File: src/rtl/hdub_core_logic_bin_gate_pipe_pkg.sv
// Shared types for the bitwise gate datapath: op codes, accumulate FSM states
// and the gate evaluation function used by the pipe front end.
package hdub_core_logic_gate;

  localparam int MAX_WIDTH = 64;

  typedef enum logic [2:0] {
    OP_AND  = 3'd0,
    OP_OR   = 3'd1,
    OP_XOR  = 3'd2,
    OP_NAND = 3'd3,
    OP_NOR  = 3'd4,
    OP_XNOR = 3'd5,
    OP_RSV6 = 3'd6,
    OP_RSV7 = 3'd7
  } gate_op_e;

  typedef enum logic {
    ACC_IDLE  = 1'b0,
    ACC_ACCUM = 1'b1
  } acc_state_e;

  typedef struct packed {
    logic                 err;
    logic [MAX_WIDTH-1:0] y;
  } gate_res_t;

  // Operands are zero-extended to MAX_WIDTH by the caller; only the low WIDTH bits matter.
  function automatic gate_res_t gate_eval(input gate_op_e op,
                                          input logic [MAX_WIDTH-1:0] a,
                                          input logic [MAX_WIDTH-1:0] b);
    gate_res_t r;
    r.err = 1'b0;
    r.y   = '0;
    case (op)
      OP_AND:  r.y = a & b;
      OP_OR:   r.y = a | b;
      OP_XOR:  r.y = a ^ b;
      OP_NAND: r.y = ~(a & b);
      OP_NOR:  r.y = ~(a | b);
      OP_XNOR: r.y = ~(a ^ b);
      default: r.err = 1'b1;
    endcase
    return r;
  endfunction

endpackage

File: src/rtl/hdub_core_logic_bin_gate_pipe_stage.sv
// One elastic pipeline register: valid bit plus payload, loaded when en is high.
module hdub_core_logic_pipe_stage #(
  parameter int W = 8
) (
  input  logic         clk,
  input  logic         rst,
  input  logic         en,
  input  logic         in_valid,
  input  logic [W-1:0] in_data,
  output logic         out_valid,
  output logic [W-1:0] out_data
);

  logic         valid_q, valid_d;
  logic [W-1:0] data_q, data_d;

  always_comb begin
    valid_d = valid_q;
    data_d  = data_q;
    if (en) begin
      valid_d = in_valid;
      data_d  = in_data;
    end
  end

  always_ff @(posedge clk) begin
    if (rst) begin
      valid_q <= 1'b0;
      data_q  <= '0;
    end else begin
      valid_q <= valid_d;
      data_q  <= data_d;
    end
  end

  assign out_valid = valid_q;
  assign out_data  = data_q;

endmodule

File: src/rtl/hdub_core_logic_bin_gate_pipe.sv
// Runtime-selectable bitwise gate with optional frame accumulator, followed by
// STAGES lock-step valid/ready registers that all advance together.
module hdub_core_logic_bin_gate_pipe
  import hdub_core_logic_gate::*;
#(
  parameter int WIDTH      = 8,
  parameter int STAGES     = 2,
  parameter int ACC_ENABLE = 1
) (
  input  logic             clk,
  input  logic             rst,
  input  logic             in_valid,
  output logic             in_ready,
  input  logic [2:0]       in_op,
  input  logic [WIDTH-1:0] in_a,
  input  logic [WIDTH-1:0] in_b,
  input  logic             in_acc,
  input  logic             in_last,
  output logic             out_valid,
  input  logic             out_ready,
  output logic [WIDTH-1:0] out_y,
  output logic             out_last,
  output logic             out_err
);

  localparam int PW = WIDTH + 2;

  if (STAGES < 1) begin : g_bad_stages
    $fatal(1, "hdub_core_logic_bin_gate_pipe: STAGES must be >= 1");
  end
  if (WIDTH < 1 || WIDTH > MAX_WIDTH) begin : g_bad_width
    $fatal(1, "hdub_core_logic_bin_gate_pipe: WIDTH out of range");
  end

  logic                 advance, accept, acc_beat;
  acc_state_e           state_q, state_d;
  logic [WIDTH-1:0]     acc_q, acc_d;
  logic [MAX_WIDTH-1:0] op_a, op_b;
  gate_res_t            res;
  logic [WIDTH-1:0]     y_d;
  logic                 err_d, last_d;
  logic                 unused_res;

  assign advance    = !out_valid || out_ready;
  assign in_ready   = advance && !rst;
  assign unused_res = ^res.y;

  always_comb begin
    accept   = in_valid && in_ready;
    acc_beat = (ACC_ENABLE != 0) && in_acc;
    op_a     = '0;
    op_b     = '0;
    // Accumulating beats fold in_a into the running value; in_b is ignored.
    if (acc_beat) begin
      op_a[WIDTH-1:0] = acc_q;
      op_b[WIDTH-1:0] = in_a;
    end else begin
      op_a[WIDTH-1:0] = in_a;
      op_b[WIDTH-1:0] = in_b;
    end
    res    = gate_eval(gate_op_e'(in_op), op_a, op_b);
    err_d  = res.err;
    last_d = acc_beat && in_last;
    y_d    = res.y[WIDTH-1:0];
    if (acc_beat && state_q == ACC_IDLE) begin
      y_d = res.err ? '0 : in_a;
    end

    state_d = state_q;
    acc_d   = acc_q;
    if (accept && acc_beat) begin
      if (!res.err) acc_d = y_d;
      state_d = in_last ? ACC_IDLE : ACC_ACCUM;
    end
  end

  always_ff @(posedge clk) begin
    if (rst) begin
      state_q <= ACC_IDLE;
      acc_q   <= '0;
    end else begin
      state_q <= state_d;
      acc_q   <= acc_d;
    end
  end

  logic [STAGES:0] stg_valid;
  logic [PW-1:0]   stg_data [STAGES+1];

  assign stg_valid[0] = accept;
  assign stg_data[0]  = {last_d, err_d, y_d};

  for (genvar i = 0; i < STAGES; i++) begin : g_stage
    hdub_core_logic_pipe_stage #(.W(PW)) u_stage (
      .clk       (clk),
      .rst       (rst),
      .en        (advance),
      .in_valid  (stg_valid[i]),
      .in_data   (stg_data[i]),
      .out_valid (stg_valid[i+1]),
      .out_data  (stg_data[i+1])
    );
  end

  assign out_valid                 = stg_valid[STAGES];
  assign {out_last, out_err, out_y} = stg_data[STAGES];

endmodule
File: config.mk
export PLATFORM = sky130hd
export DESIGN_NAME = hdub_core_logic_bin_gate_pipe
export DESIGN_NICKNAME = d
export VERILOG_FILES = /design/src/rtl/hdub_core_logic_bin_gate_pipe_pkg.sv /design/src/rtl/hdub_core_logic_bin_gate_pipe_stage.sv /design/src/rtl/hdub_core_logic_bin_gate_pipe.sv
export SDC_FILE = /design/constraint.sdc
export NUM_CORES = 1
export LEC_CHECK = 0
export ABC_AREA = 1
export BUFFER_PORTS_ARGS = -buffer_cell sky130_fd_sc_hd__clkbuf_2
export CAP_MARGIN = 20
export CORE_MARGIN = 1
export CORE_UTILIZATION = 41
export CTS_BUF_LIST = sky130_fd_sc_hd__clkbuf_4
export DETAILED_ROUTE_END_ITERATION = 10
export GPL_TIMING_DRIVEN = 0
export PLACE_DENSITY = 0.6
export SLEW_MARGIN = 20
export SYNTH_ARGS = -nofsm -noshare
export SYNTH_HDL_FRONTEND = slang
export SYNTH_SLANG_ARGS = --single-unit
File: constraint.sdc
create_clock -name clk -period 2.58 [get_ports clk]
set_input_delay 0.258 -clock clk [delete_from_list [all_inputs] [get_ports clk]]
set_output_delay 0.258 -clock clk [all_outputs]
set_load 0.005 [all_outputs]
==> results by group <==
Floorplanning
  – Vert. Die Dim: between 70 and 80 um
  – # rows: 26
  – Starting Density: 0.437
  – IO Count: 37
  – DIE WIDTH: approximately 77 um
  – Total core area: ~0.0053 mm^2
  – Die ar.: roughly 0.0059 mm^2

Synthesis
  – Post-Syn Nets: ~380
  – Ys Warns: 0
  – Mapped Cells: between 300 and 400
  – Synth unique cells: 28
  – Syn Std Cell Area: about 0.0023 mm^2
  – Synth area leaders: dfxtp_1 27%, nand3_1 9.6%, inv_1 9.4%
  – Top cell type's share of synthesized area: 0.269
  – Register bit total from synthesis: 31
  – Average size of a mapped cell: roughly 6.8 um^2
  – Synth area leader: dfxtp_1
  – Register area share after synthesis: 0.269

Routing
  – First-pass DRT Iterations: 5
  – WL/cell: 12.1 um
  – DR iter-0 viols: 111
  – Post-DRT Antenna Nets: 0
  – Via count: approximately 2200
  – Vias/cell: 4.91
  – Final WL: between 5000 and 6000 um
  – DR DRC count: 0

Timing
  – Setup TNS: 0 ps
  – RSZ-0062 raised after global routing: false
  – Final hold violations: 0
  – Fin crit share: 0.754
  – Endpoints failing setup: 0
  – Clock skew: 6.47 ps
  – Rel. slew slack: 0.662
  – Max-slew violation count: 0
  – Min cycle time layout: slightly below 2000 ps
  – Fmax: 514 MHz
  – Slew of the pin with the lowest slew margin: 507 ps

Place
  – RePlAce Congestion: 0.757
  – Placement-stage cell area: 0.00257 mm^2
  – Hpwl dp: 4220 um
  – I/O Buffers: 35

Pwr
  – Pint: about 0.82 mW
  – Flop pwr share: 0.437
  – Psw: between 0.3 and 0.4 mW
  – Leakage: 1.31 nW
  – Pwr/cell area: 446 mW/mm^2
  – Combinational share of power: 0.258
  – Tot Pwr: between 1 and 1.5 mW
  – Peak supply drop: between 0.0003 and 0.0004 V
  – Clock network fraction of design power: 0.305
  – Sw Ratio: 0.307

Run
  – MaxCap Viol Count: 0

Clocking
  – H-tree depth: 2
  – Worst-Skew Late Latency: 320 ps
  – Max clock buf depth: 2
  – Clock transition at path regs: approximately 90 ps
  – CTS root buffer: clkbuf_4
  – CTS tree: done
  – Cts hold-fix bufs: 0
  – CTS Buf Count: 5
  – Clock sinks: 31
  – # Post-CTS Setup Buffers: 0
  – Resized cells post-CTS: 0

Global route
  – Largest net degree at the start of global routing: 11
  – Vias in the first global route: just over 2000
  – Gr usage total: 0.198
  – Initial antenna violation count: 0
  – Grt ovf: 0
  – First-pass GRT wire length: 9440 um

Final layout
  – Post-route cell area: about 0.0026 mm^2
  – Core Util, Final: 0.502
  – Synth-to-Final Area Change: 14.7%
  – Fillcell total: 573
  – Layout cells sized above 1: 0.255
  – Seq. cell area: just over 600 um^2
  – Antenna fix cells: 0
  – Footprint of the multi-input gates: about 0.0014 mm^2
  – Post-layout nets: around 420

Critical path
  – Worst Setup Path Type: reg2out
  – Worst Path Required: approximately 2300 ps
  – Nature of the critical path endpoint: output pin
  – Arr. time, crit path: 1690 ps
  – CP Launch Type: register
  – Worst Path Max Fanout: 10

Outcome
  – Status: completed

Worst hold path
  – Worst min path class: in2reg
state kept, by name, indices dropped and copies added (netlist names):
register and count:
acc_q 8, g_stage.u_stage.out_valid 2, g_stage.u_stage.out_data 20, state_q 1
critical path: stages (launching register included):
cell and delay (ps):
dfxtp_1 320, inv_1 50, nor2_1 60, nor2_1 290
clkbuf_1 450, clkbuf_2 200
cell families (layout without fill, tap and decap cells):
kind of cell / Yosys count / after routing / synth area share
flip-flops: 31 / 31 / 0.269
AND/OR/NAND/NOR: 162 / 162 / 0.369
AO/OA/AOI/OAI: 55 / 55 / 0.135
adder cells (fa/ha/maj): 16 / 16 / 0.0869
buffers and inverters: 77 / 120 / 0.140
worst paths after layout:
check / slack [ps] / cells after the start / start / endpoint
min: 200 / 3 / in_last / g_stage[0].u_stage.out_data[9]$_SDFFE_PP0N_
min reg2reg: 460 / 2 / state_q$_SDFFE_PP0P_ / state_q$_SDFFE_PP0P_
max reg2reg: 900 / 9 / acc_q[2]$_SDFFE_PP0P_ / g_stage[0].u_stage.out_data[2]$_SDFFE_PP0N_
max: 640 / 5 / g_stage[1].u_stage.out_valid$_SDFFE_PP0N_ / in_ready
cell type report:
type,count,area share
timing repair buffer,35,0.0663
sequential,31,0.235
clock inverter,3,0.0147
buffer,16,0.0345
multi-input combinational,233,0.515
inverter,61,0.0876
tap,70,0.0331
clock buffer,5,0.0142
synth_stat cells, drive strengths merged:
master,instances
inv,60
nand2,54
nand3,52
o21ai,44
dfxtp,31
nor2,30
ha,16
or2,16
a21oi,9
buf,9
nand4,9
clkbuf,7
clkinv,1
nor3,1
o22ai,1
o32ai,1
power by group through the flow:
stage               combinational, mW  clock, mW  sequential, mW
global route                    0.350      0.409           0.519
detailed placement              0.305          0           0.526
CTS                             0.306      0.375           0.515
floorplan                       0.214          0           0.526
global placement                0.302          0           0.526
finish                          0.304      0.359           0.515
cells in the final DEF (no fill, tap or decap), drive strengths merged, types with 3 or more instances in the layout:
| cell | n |
|---|---|
| nand4 | 9 |
| buf | 9 |
| nor2 | 30 |
| nand3 | 52 |
| or2 | 16 |
| nand2 | 54 |
| clkinv | 3 |
| o21ai | 44 |
| dfxtp | 31 |
| clkbuf | 47 |
| ha | 16 |
| inv | 60 |
| a21oi | 9 |
layer usage:
layer / track usage / vias to the layer above / share of wire
met5: 0 / - / 0
met4: 0.0226 / 0 / 0.0047
met3: 0.0345 / 5 / 0.039
met2: 0.329 / 38 / 0.46
met1: 0.274 / 1005 / 0.50
li1: - / 1181 / -
stage by stage:
stage	cells	setup WS (ps)	hold slack, ps
final	454	635	204
after global routing	454	425	189
after CTS	454	637	198
after detailed placement	446	316	451
after global placement	446	317	441
after floorplan	341	773	371
(Power assumes the default switching activity.)
